<file path="src/rtl/vg_pkg.sv">
// Shared types for the vector-generator fetch stage: opcodes, sequencer states
// and the opcode field position inside the first instruction word.
package vg_pkg;

    typedef enum logic [2:0] {
        OP_VCTR = 3'd0,
        OP_HALT = 3'd1,
        OP_SVEC = 3'd2,
        OP_STAT = 3'd3,
        OP_CNTR = 3'd4,
        OP_JSRL = 3'd5,
        OP_RTSL = 3'd6,
        OP_JMPL = 3'd7
    } vg_op_t;

    typedef enum logic [2:0] {
        ST_IDLE,
        ST_REQ0,
        ST_CAP0,
        ST_REQ1,
        ST_CAP1,
        ST_EMIT
    } vg_state_t;

    localparam int OP_MSB = 15;
    localparam int OP_LSB = 13;

    function automatic vg_op_t decode_op(input logic [15:0] word);
        return vg_op_t'(word[OP_MSB:OP_LSB]);
    endfunction

endpackage

</file>
<file path="src/rtl/vg_return_stack.sv">
// JSRL return-address LIFO: DEPTH entries of AW bits with push, pop and clear.
// Overflow/underflow are reported through full_o/empty_o; the caller decides.
module vg_return_stack #(
    parameter int AW    = 12,
    parameter int DEPTH = 4
) (
    input  logic          clk,
    input  logic          rst,
    input  logic          push_i,
    input  logic          pop_i,
    input  logic          clear_i,
    input  logic [AW-1:0] push_data_i,
    output logic          full_o,
    output logic          empty_o,
    output logic [AW-1:0] top_o
);

    localparam int IW = (DEPTH > 1) ? $clog2(DEPTH) : 1;
    localparam int SW = $clog2(DEPTH + 1);

    logic [SW-1:0] sp_q, sp_d;
    logic [AW-1:0] mem_q [DEPTH];

    assign full_o  = (sp_q == SW'(DEPTH));
    assign empty_o = (sp_q == '0);
    assign top_o   = mem_q[IW'(sp_q - SW'(1))];

    always_comb begin
        // NOTE: assign a default before any branch so the block never infers a latch.
        sp_d = sp_q;
        if (clear_i) begin
            sp_d = '0;
        end else if (push_i && !full_o) begin
            sp_d = sp_q + SW'(1);
        end else if (pop_i && !empty_o) begin
            sp_d = sp_q - SW'(1);
        end
    end

    always_ff @(posedge clk or posedge rst) begin
        // NOTE: sequential state uses non-blocking assignment so every register samples pre-edge values.
        if (rst) begin
            sp_q <= '0;
        end else begin
            sp_q <= sp_d;
        end
    end

    // NOTE: the entry array has no reset; only slots below sp_q are ever read, and reset clears sp_q.
    always_ff @(posedge clk) begin
        if (push_i && !full_o && !clear_i) begin
            mem_q[IW'(sp_q)] <= push_data_i;
        end
    end

endmodule

</file>
<file path="src/rtl/vg_fetch_ctrl.sv">
// Vector-generator fetch/sequencer: walks the display list, runs flow control
// internally and hands drawing instructions to the draw engine.
module vg_fetch_ctrl
    import vg_pkg::*;
#(
    parameter int AW          = 12,
    parameter int STACK_DEPTH = 4,
    parameter int MAX_INSTR   = 4096
) (
    input  logic          clk,
    input  logic          rst,
    input  logic          vggo,
    input  logic          vgrst,
    output logic          vmem_rd,
    output logic [AW-1:0] vmem_addr,
    input  logic [15:0]   vmem_data,
    output logic          out_valid,
    input  logic          out_ready,
    output vg_op_t        out_op,
    output logic [15:0]   out_w0,
    output logic [15:0]   out_w1,
    output logic          halt,
    output logic          err
);

    localparam int CW = $clog2(MAX_INSTR + 1);

    vg_state_t     state_q, state_d;
    logic [AW-1:0] pc_q, pc_d;
    logic [15:0]   w0_q, w0_d;
    logic [CW-1:0] cnt_q, cnt_d;
    logic          err_q, err_d;
    logic          halt_q;
    logic          vggo_q;
    logic          out_valid_q, out_valid_d;
    vg_op_t        out_op_q, out_op_d;
    logic [15:0]   out_w0_q, out_w0_d;
    logic [15:0]   out_w1_q, out_w1_d;

    logic          stk_push, stk_pop, stk_clear, stk_full, stk_empty;
    logic [AW-1:0] stk_top;

    vg_op_t        op;
    logic [AW-1:0] target;
    logic [AW-1:0] pc_inc;

    assign op     = decode_op(vmem_data);
    assign target = vmem_data[AW-1:0];
    assign pc_inc = pc_q + AW'(1);

    vg_return_stack #(
        .AW    (AW),
        .DEPTH (STACK_DEPTH)
    ) u_stack (
        .clk         (clk),
        .rst         (rst),
        .push_i      (stk_push),
        .pop_i       (stk_pop),
        .clear_i     (stk_clear),
        .push_data_i (pc_inc),
        .full_o      (stk_full),
        .empty_o     (stk_empty),
        .top_o       (stk_top)
    );

    always_comb begin
        state_d     = state_q;
        pc_d        = pc_q;
        w0_d        = w0_q;
        cnt_d       = cnt_q;
        err_d       = err_q;
        out_valid_d = out_valid_q;
        out_op_d    = out_op_q;
        out_w0_d    = out_w0_q;
        out_w1_d    = out_w1_q;
        stk_push    = 1'b0;
        stk_pop     = 1'b0;
        stk_clear   = 1'b0;

        if (vgrst) begin
            state_d     = ST_IDLE;
            out_valid_d = 1'b0;
            stk_clear   = 1'b1;
            pc_d        = '0;
        end else begin
            unique case (state_q)
                ST_IDLE: begin
                    if (vggo && !vggo_q) begin
                        state_d   = ST_REQ0;
                        pc_d      = '0;
                        cnt_d     = '0;
                        err_d     = 1'b0;
                        stk_clear = 1'b1;
                    end
                end
                ST_REQ0: state_d = ST_CAP0;
                ST_CAP0: begin
                    w0_d  = vmem_data;
                    pc_d  = pc_inc;
                    cnt_d = cnt_q + CW'(1);
                    // The instruction that brings the count to the limit is not executed.
                    if (cnt_q == CW'(MAX_INSTR - 1)) begin
                        err_d   = 1'b1;
                        state_d = ST_IDLE;
                    end else begin
                        unique case (op)
                            OP_VCTR: state_d = ST_REQ1;
                            OP_HALT: state_d = ST_IDLE;
                            OP_JMPL: begin
                                pc_d    = target;
                                state_d = ST_REQ0;
                            end
                            OP_JSRL: begin
                                if (stk_full) begin
                                    err_d   = 1'b1;
                                    state_d = ST_IDLE;
                                end else begin
                                    stk_push = 1'b1;
                                    pc_d     = target;
                                    state_d  = ST_REQ0;
                                end
                            end
                            OP_RTSL: begin
                                if (stk_empty) begin
                                    err_d   = 1'b1;
                                    state_d = ST_IDLE;
                                end else begin
                                    stk_pop = 1'b1;
                                    pc_d    = stk_top;
                                    state_d = ST_REQ0;
                                end
                            end
                            default: begin
                                out_valid_d = 1'b1;
                                out_op_d    = op;
                                out_w0_d    = vmem_data;
                                out_w1_d    = '0;
                                state_d     = ST_EMIT;
                            end
                        endcase
                    end
                end
                ST_REQ1: state_d = ST_CAP1;
                ST_CAP1: begin
                    pc_d        = pc_inc;
                    out_valid_d = 1'b1;
                    out_op_d    = OP_VCTR;
                    out_w0_d    = w0_q;
                    out_w1_d    = vmem_data;
                    state_d     = ST_EMIT;
                end
                ST_EMIT: begin
                    if (out_ready) begin
                        out_valid_d = 1'b0;
                        state_d     = ST_REQ0;
                    end
                end
                default: state_d = ST_IDLE;
            endcase
        end
    end

    always_ff @(posedge clk or posedge rst) begin
        if (rst) begin
            state_q     <= ST_IDLE;
            pc_q        <= '0;
            w0_q        <= '0;
            cnt_q       <= '0;
            err_q       <= 1'b0;
            halt_q      <= 1'b1;
            vggo_q      <= 1'b1;
            out_valid_q <= 1'b0;
            out_op_q    <= OP_VCTR;
            out_w0_q    <= '0;
            out_w1_q    <= '0;
        end else begin
            state_q     <= state_d;
            pc_q        <= pc_d;
            w0_q        <= w0_d;
            cnt_q       <= cnt_d;
            err_q       <= err_d;
            halt_q      <= (state_d == ST_IDLE);
            vggo_q      <= vggo;
            out_valid_q <= out_valid_d;
            out_op_q    <= out_op_d;
            out_w0_q    <= out_w0_d;
            out_w1_q    <= out_w1_d;
        end
    end

    assign vmem_rd   = (state_q == ST_REQ0) || (state_q == ST_REQ1);
    assign vmem_addr = pc_q;
    assign out_valid = out_valid_q;
    assign out_op    = out_op_q;
    assign out_w0    = out_w0_q;
    assign out_w1    = out_w1_q;
    assign halt      = halt_q;
    assign err       = err_q;

endmodule

</file>
<file path="config.mk">
export PLATFORM = sky130hd
export DESIGN_NAME = vg_fetch_ctrl
export DESIGN_NICKNAME = d
export VERILOG_FILES = /design/src/rtl/vg_pkg.sv /design/src/rtl/vg_return_stack.sv /design/src/rtl/vg_fetch_ctrl.sv
export SDC_FILE = /design/constraint.sdc
export NUM_CORES = 1
export LEC_CHECK = 0
export ABC_AREA = 1
export CAP_MARGIN = 10
export CORE_MARGIN = 4
export CORE_UTILIZATION = 40
export DETAILED_ROUTE_END_ITERATION = 10
export MAX_ROUTING_LAYER = met4
export PLACE_DENSITY = 0.57
export SETUP_SLACK_MARGIN = 0.02
export SLEW_MARGIN = 10
export SYNTH_ARGS = -nofsm -noshare
export SYNTH_HDL_FRONTEND = slang
export SYNTH_SLANG_ARGS = --single-unit
</file>
<file path="constraint.sdc">
create_clock -name clk -period 4 [get_ports clk]
set_clock_uncertainty 0.15 [all_clocks]
set_input_delay 1 -clock clk [delete_from_list [all_inputs] [get_ports clk]]
set_output_delay 1 -clock clk [all_outputs]
set_load 0.01 [all_outputs]
</file>
Word level (Yosys, flattened, before mapping) --
Memory sizes are Yosys's and may differ from the RTL's. Cells that the tools add are included. W data, S select, Z words.
Word-level totals: word-level logic and storage cells 119, memories kept 1, RAM bits 48, flip-flop bits (word level) 86, input bits 21
Memory list:
- u_stack.mem_q | words 4, width 12, rd ports 1, clocked after memory_dff 0, write ports 1, RTL line vg_return_stack.sv:22 | logic [AW-1:0] mem_q [DEPTH];
Cells by class: reduce and logical (&&, ||, !) cells 25, add/subtract/negate cells 4, multiplexer cells 55, eq/ne operators 21, bitwise operators 1
Operator list (count):
- $pmux W12 S3 | 2
- $mux W16 | 4
- $pmux W16 S2 | 2
- $mux W12 | 5
- $mux W3 | 9
- $pmux W13 S2 | 1
- $mux W1 | 25
- $eq A3 B3 Y1 const B | 6
- $pmux W3 S6 | 1
- $pmux W3 S5 | 1
- $add A13 B1 Y13 const B | 1
- $eq A13 B12 Y1 const B | 1
- $mux W13 | 1
- $add A12 B1 Y12 const B | 1
- $logic_not A3 Y1 | 4
- $ne A3 B3 Y1 const B | 4
- $ne A4 B3 Y1 const B | 3
- $reduce_and A4 Y1 | 2
- $reduce_bool A4 Y1 | 2
- $eq A3 B1 Y1 const B | 2
- $eq A3 B2 Y1 const B | 2
- $ne A2 B2 Y1 const B | 3
- $pmux W3 S2 | 1
- $reduce_and A6 Y1 | 1
- 13 further kinds | 22

Depth between registers and ports, before layout --
word-level depth 10, gate-level depth with buffers 15, mapped depth without buffers 13

Hierarchy --
A second synthesis with hierarchy kept.
Unflattened totals: cells, all modules 723, area, all modules 6562.5 um2
Modules (own cells, without submodules):
- vg_fetch_ctrl | sequential area each 2079.5 um2, times used 1, area an instance 4469.3 um2, cells an instance 559
- vg_return_stack | sequential area each 1516.5 um2, times used 1, area an instance 2093.3 um2, cells an instance 164

Worst setup path before layout --
OpenSTA, ideal clock, no wires.
path kind register -> register, start register u_stack.sp_q[0], end memory u_stack.mem_q[1][0] (enable), slack 1.158 ns, buffers on the path 2, cell stages (with the launch flop) 10, library setup time 0.380 ns, data arrival time 2.312 ns, cells stage by stage dfrtp_1 buf_2 clkinv_1 clkbuf_1 ha_1 nand2_1 inv_1 nor2_1 nand4_1 nor2_1
On the way: longest elaborated chain between the ends 10
RTL lines:
- start, declared | RTL line vg_return_stack.sv:21 | logic [SW-1:0] sp_q, sp_d;
- start signal, assigned | RTL line vg_return_stack.sv:45 | sp_q <= sp_d;
- $eq A3 B3 Y1 | RTL line vg_return_stack.sv:24 | assign full_o = (sp_q == SW'(DEPTH));
- $mux W1 | RTL line vg_fetch_ctrl.sv:114 | if (stk_full) begin
- $mux W1 | RTL line vg_fetch_ctrl.sv:106 | unique case (op)
- $mux W1 | RTL line vg_fetch_ctrl.sv:102 | if (cnt_q == CW'(MAX_INSTR - 1)) begin
- $mux W1 | RTL line vg_fetch_ctrl.sv:86 | unique case (state_q)
- $mux W1 | RTL line vg_fetch_ctrl.sv:80 | if (vgrst) begin
- $logic_and A1 B1 Y1 (2 in series) | RTL line vg_return_stack.sv:51 | if (push_i && !full_o && !clear_i) begin
- $mux W1 | RTL line vg_return_stack.sv:51
- $mux W1 (implied by the code) | RTL line vg_return_stack.sv:52 | mem_q[IW'(sp_q)] <= push_data_i;
- end, declared | RTL line vg_return_stack.sv:22
Parallel ways exist; a longest one is shown, timed or not.

Worst setup path after layout --
start input port vmem_data[15], end register out_w1_q[4] (netlist: out_w1[4])
On the way: longest elaborated chain between the ends 4
RTL lines:
- start, declared | RTL line vg_fetch_ctrl.sv:16 | input logic [15:0] vmem_data,
- $eq A3 B3 Y1, or another cell as far along | RTL line vg_fetch_ctrl.sv:106
- $reduce_or A5 Y1 (no line) *
- $ne A2 B2 Y1 (no line) *
- $reduce_and A4 Y1 (no line) *
- end signal, assigned | RTL line vg_fetch_ctrl.sv:187 | out_w1_q <= out_w1_d;
- end, declared | RTL line vg_fetch_ctrl.sv:38 | logic [15:0] out_w1_q, out_w1_d;
Mark *: on every way between the ends. The rest lies on a longest branch, timed or not. A chain may end at the register's enable or synchronous reset.

==> metrics.txt <==
WHS Path Cells 2; Placed Cells incl. Taps 1031; Hold Path Class flip-flop to flip-flop; commonest non-fill, non-tap cell in the layout nand2_1; number of buffers and inverters on the critical path 2; Max-slew headroom 40.7%; Synth Net Count 784; global route total overflow 0; DRT iter0 DRCs 400; Chip Height 136 um; setup TNS 0 ps; Arr. time, crit path 3080 ps; Vias/cell 5.10; starting density of the core 40.9%; Resized cells post-CTS 0; Die X 136 um; clk_lat worst skew 420 ps; share of cells above drive strength 1 10.5%; Cell Chain, Critical Path clkdlybuf4s50_1 > nand2_1 > nand2_1 > a21oi_1 > nor2_1 > nor2_2 > o21ai_4 > nor2_8 > inv_4 > nand2_1 > o21ai_0; Layout Cells excl Fill 1063; IO Pins 72; main combinational cell family by area after synthesis simple AND/OR/NAND/NOR gates; Setup crit end kind flip-flop; peak supply drop 291 uV; # setup viols final 0; fillers 1516; post-route minimum period 2940 ps; highest clock rate 340 MHz; Core ar. 15900 sq um; final wirelength 17.3 mm; number of setup buffers added after CTS 0; Critical Path RT 4130 ps; CTS Sinks 134; sequential area share after synthesis 55.1%; Mapped Avg Cell Area 8.63 sq um; hold_buf cts 0; slowest stage delay, CP 530 ps; hold wc startpoint out_w0[3]$_DFFE_PP0P_; Area Overhead vs Synth 24.2%; Max Slew Vio Count 0; Total GRT Usage 20.4%; Port-buffer cells 71; mux contribution to synthesized area 0%; launching point of the worst reg2reg path state_q[0]$_DFF_PP0_; first-pass GRT wire length 28.2 mm; final net count 862; Critical Path Fanout Max 36; Clk pin slew, worst setup/hold paths 60 ps; CTS root buffer clkbuf_16; Synth Area in Simple Gates 25.1%; mapped cell area 6520 sq um; number of max-cap violations 0; Critical path origin vmem_data[15]; H-tree depth 4; Synth Register Bits 134; GP Congestion 0.909; CTS tree done; Antenna Cells 0; final-report hold violation count 0; Tcrit/Tclk final 73.6%; cell area power density 551 nW/um^2; RSZ-0062 raised after global routing no; DPL Wire Length 12.2 mm; most frequent cells in the layout 244 x nand2_1, 84 x dfrtp_1, 71 x clkdlybuf4s50_1, 70 x inv_1, 56 x o21ai_0; prevailing post-synth register cell dfrtp_1; Synth cell types 43; worst reg2reg setup slack 1540 ps; share of flip-flops with an asynchronous set or reset 64.2%; setup ws final 1060 ps; 1st-pass router iterations 5; CP most frequent cell nand2_1; compound-gate portion of the synthesized area 10.6%; slowest stage cell, crit path clkdlybuf4s50_1; initial antenna violation count 0; antenna viol nets, final 0; critical path class input pin to flip-flop; vias in the first global route 5402; total number of vias 5426; xor-xnor portion of the synthesized cell area 1.21%; crit-path leading delay family simple AND/OR/NAND/NOR gates; RR Endpoint out_w0[2]$_DFFE_PP0P_; Inserted Clock Buffers 17; worst hold endpoint out_w0[3]$_DFFE_PP0P_; Least-Margin Pin Slew 886 ps; WL/cell 16.3 um; number of flops mapped to enable cells by yosys 48; Max Root-Sink Buffers 2; die area 18400 sq um; Yosys Warn Count 0; Worst R2R Path Depth 11; Syn Inst Count 756; largest net degree at the start of global routing 87; status finished clean; drt drc 0; Rows 46; CP Launch Type input pin; leakage 3.69 nW; post-synthesis adder-cell area fraction 1.34%; Setup WS pre-CTS 625 ps; worst hold slack 331 ps
## power by group
part,leakage (nW),total [mW],switching [mW],internal [mW]
clock network,0.308,1.61,0.589,1.02
logic,1.76,1.06,0.577,0.483
registers,1.62,1.79,0.142,1.65
## cell type report
| cell class | count | area, sq um | share of cell area [%] |
|---|---|---|---|
| multi-input cells | 517 | 2490 | 30.8 |
| repair buffers | 82 | 806 | 9.95 |
| inverters | 82 | 313 | 3.86 |
| flip-flops and latches | 134 | 3600 | 44.4 |
| well taps | 216 | 270 | 3.34 |
| clock buffers | 22 | 505 | 6.24 |
| clock inverters | 10 | 114 | 1.41 |
## synthesized netlist by cell type (all sizes together), types with 2 or more instances
master | instances | area (sq um)
a21oi | 14 | 70.1
buf | 11 | 75.1
clkbuf | 12 | 45.0
clkinv | 2 | 8.75
dfrtp | 84 | 2100
dfstp | 2 | 52.6
edfxtp | 48 | 1440
ha | 7 | 87.6
inv | 80 | 303
nand2 | 255 | 985
nand3 | 53 | 270
nand4 | 8 | 50.1
nor2 | 59 | 260
nor3 | 9 | 45.0
o211ai | 14 | 105
o21ai | 67 | 384
o22ai | 11 | 68.8
xnor2 | 4 | 35.0
xor2 | 5 | 43.8
## how the worst max path moves through the flow
stage | to | slack (ps) | cells after the start
3_5_place_dp | out_w1[4]$_DFFE_PP0P_ | 630 | 11
3_3_place_gp | out_w1[5]$_DFFE_PP0P_ | 680 | 11
6_report | out_w1[4]$_DFFE_PP0P_ | 1060 | 11
2_1_floorplan | cnt_q[0]$_DFFE_PP0P_ | 630 | 1
5_1_grt | out_w1[3]$_DFFE_PP0P_ | 880 | 11
4_1_cts | out_w1[4]$_DFFE_PP0P_ | 1070 | 11
## flip-flops by register name, summed over array words and instances, names as in the netlist, 3 cells and up
register and count:
vmem_addr 12, state_q 3, out_w1 16, cnt_q 13, u_stack.mem_q 48, out_w0 16
u_stack.sp_q 3, w0_q 16, out_op 3
## worst min-delay path: stages, from the launching register on
cell     delay [ps]
dfrtp_1         340
nand2_1          50
nand2_1          50
## per-layer routing
layer  global-route usage [%]  part of all wire, %
met1                     25.8                   45
met2                     33.0                   49
met3                     4.49                  5.2
met4                     6.22                  1.3
met5                        -                    0
## metrics by stage
stage / cell area [sq um] / util [%] / total power [mW]
after CTS: 8100 / 50.8 / 4.50
final: 8100 / 50.8 / 4.46
after detailed placement: 7480 / 46.9 / 2.88
after global placement: 7480 / 46.9 / 2.86
after global routing: 8100 / 50.8 / 4.69
after floorplan: 6520 / - / 2.35
## kinds of logic (layout without fill, tap and decap cells)
logic type / after synthesis / after routing
buffers and inverters: 105 / 196
adder cells (fa/ha/maj): 7 / 7
AO/OA/AOI/OAI: 114 / 114
AND/OR/NAND/NOR: 387 / 387
flip-flops: 134 / 134
XOR/XNOR: 9 / 9
(Power assumes the default switching activity.)
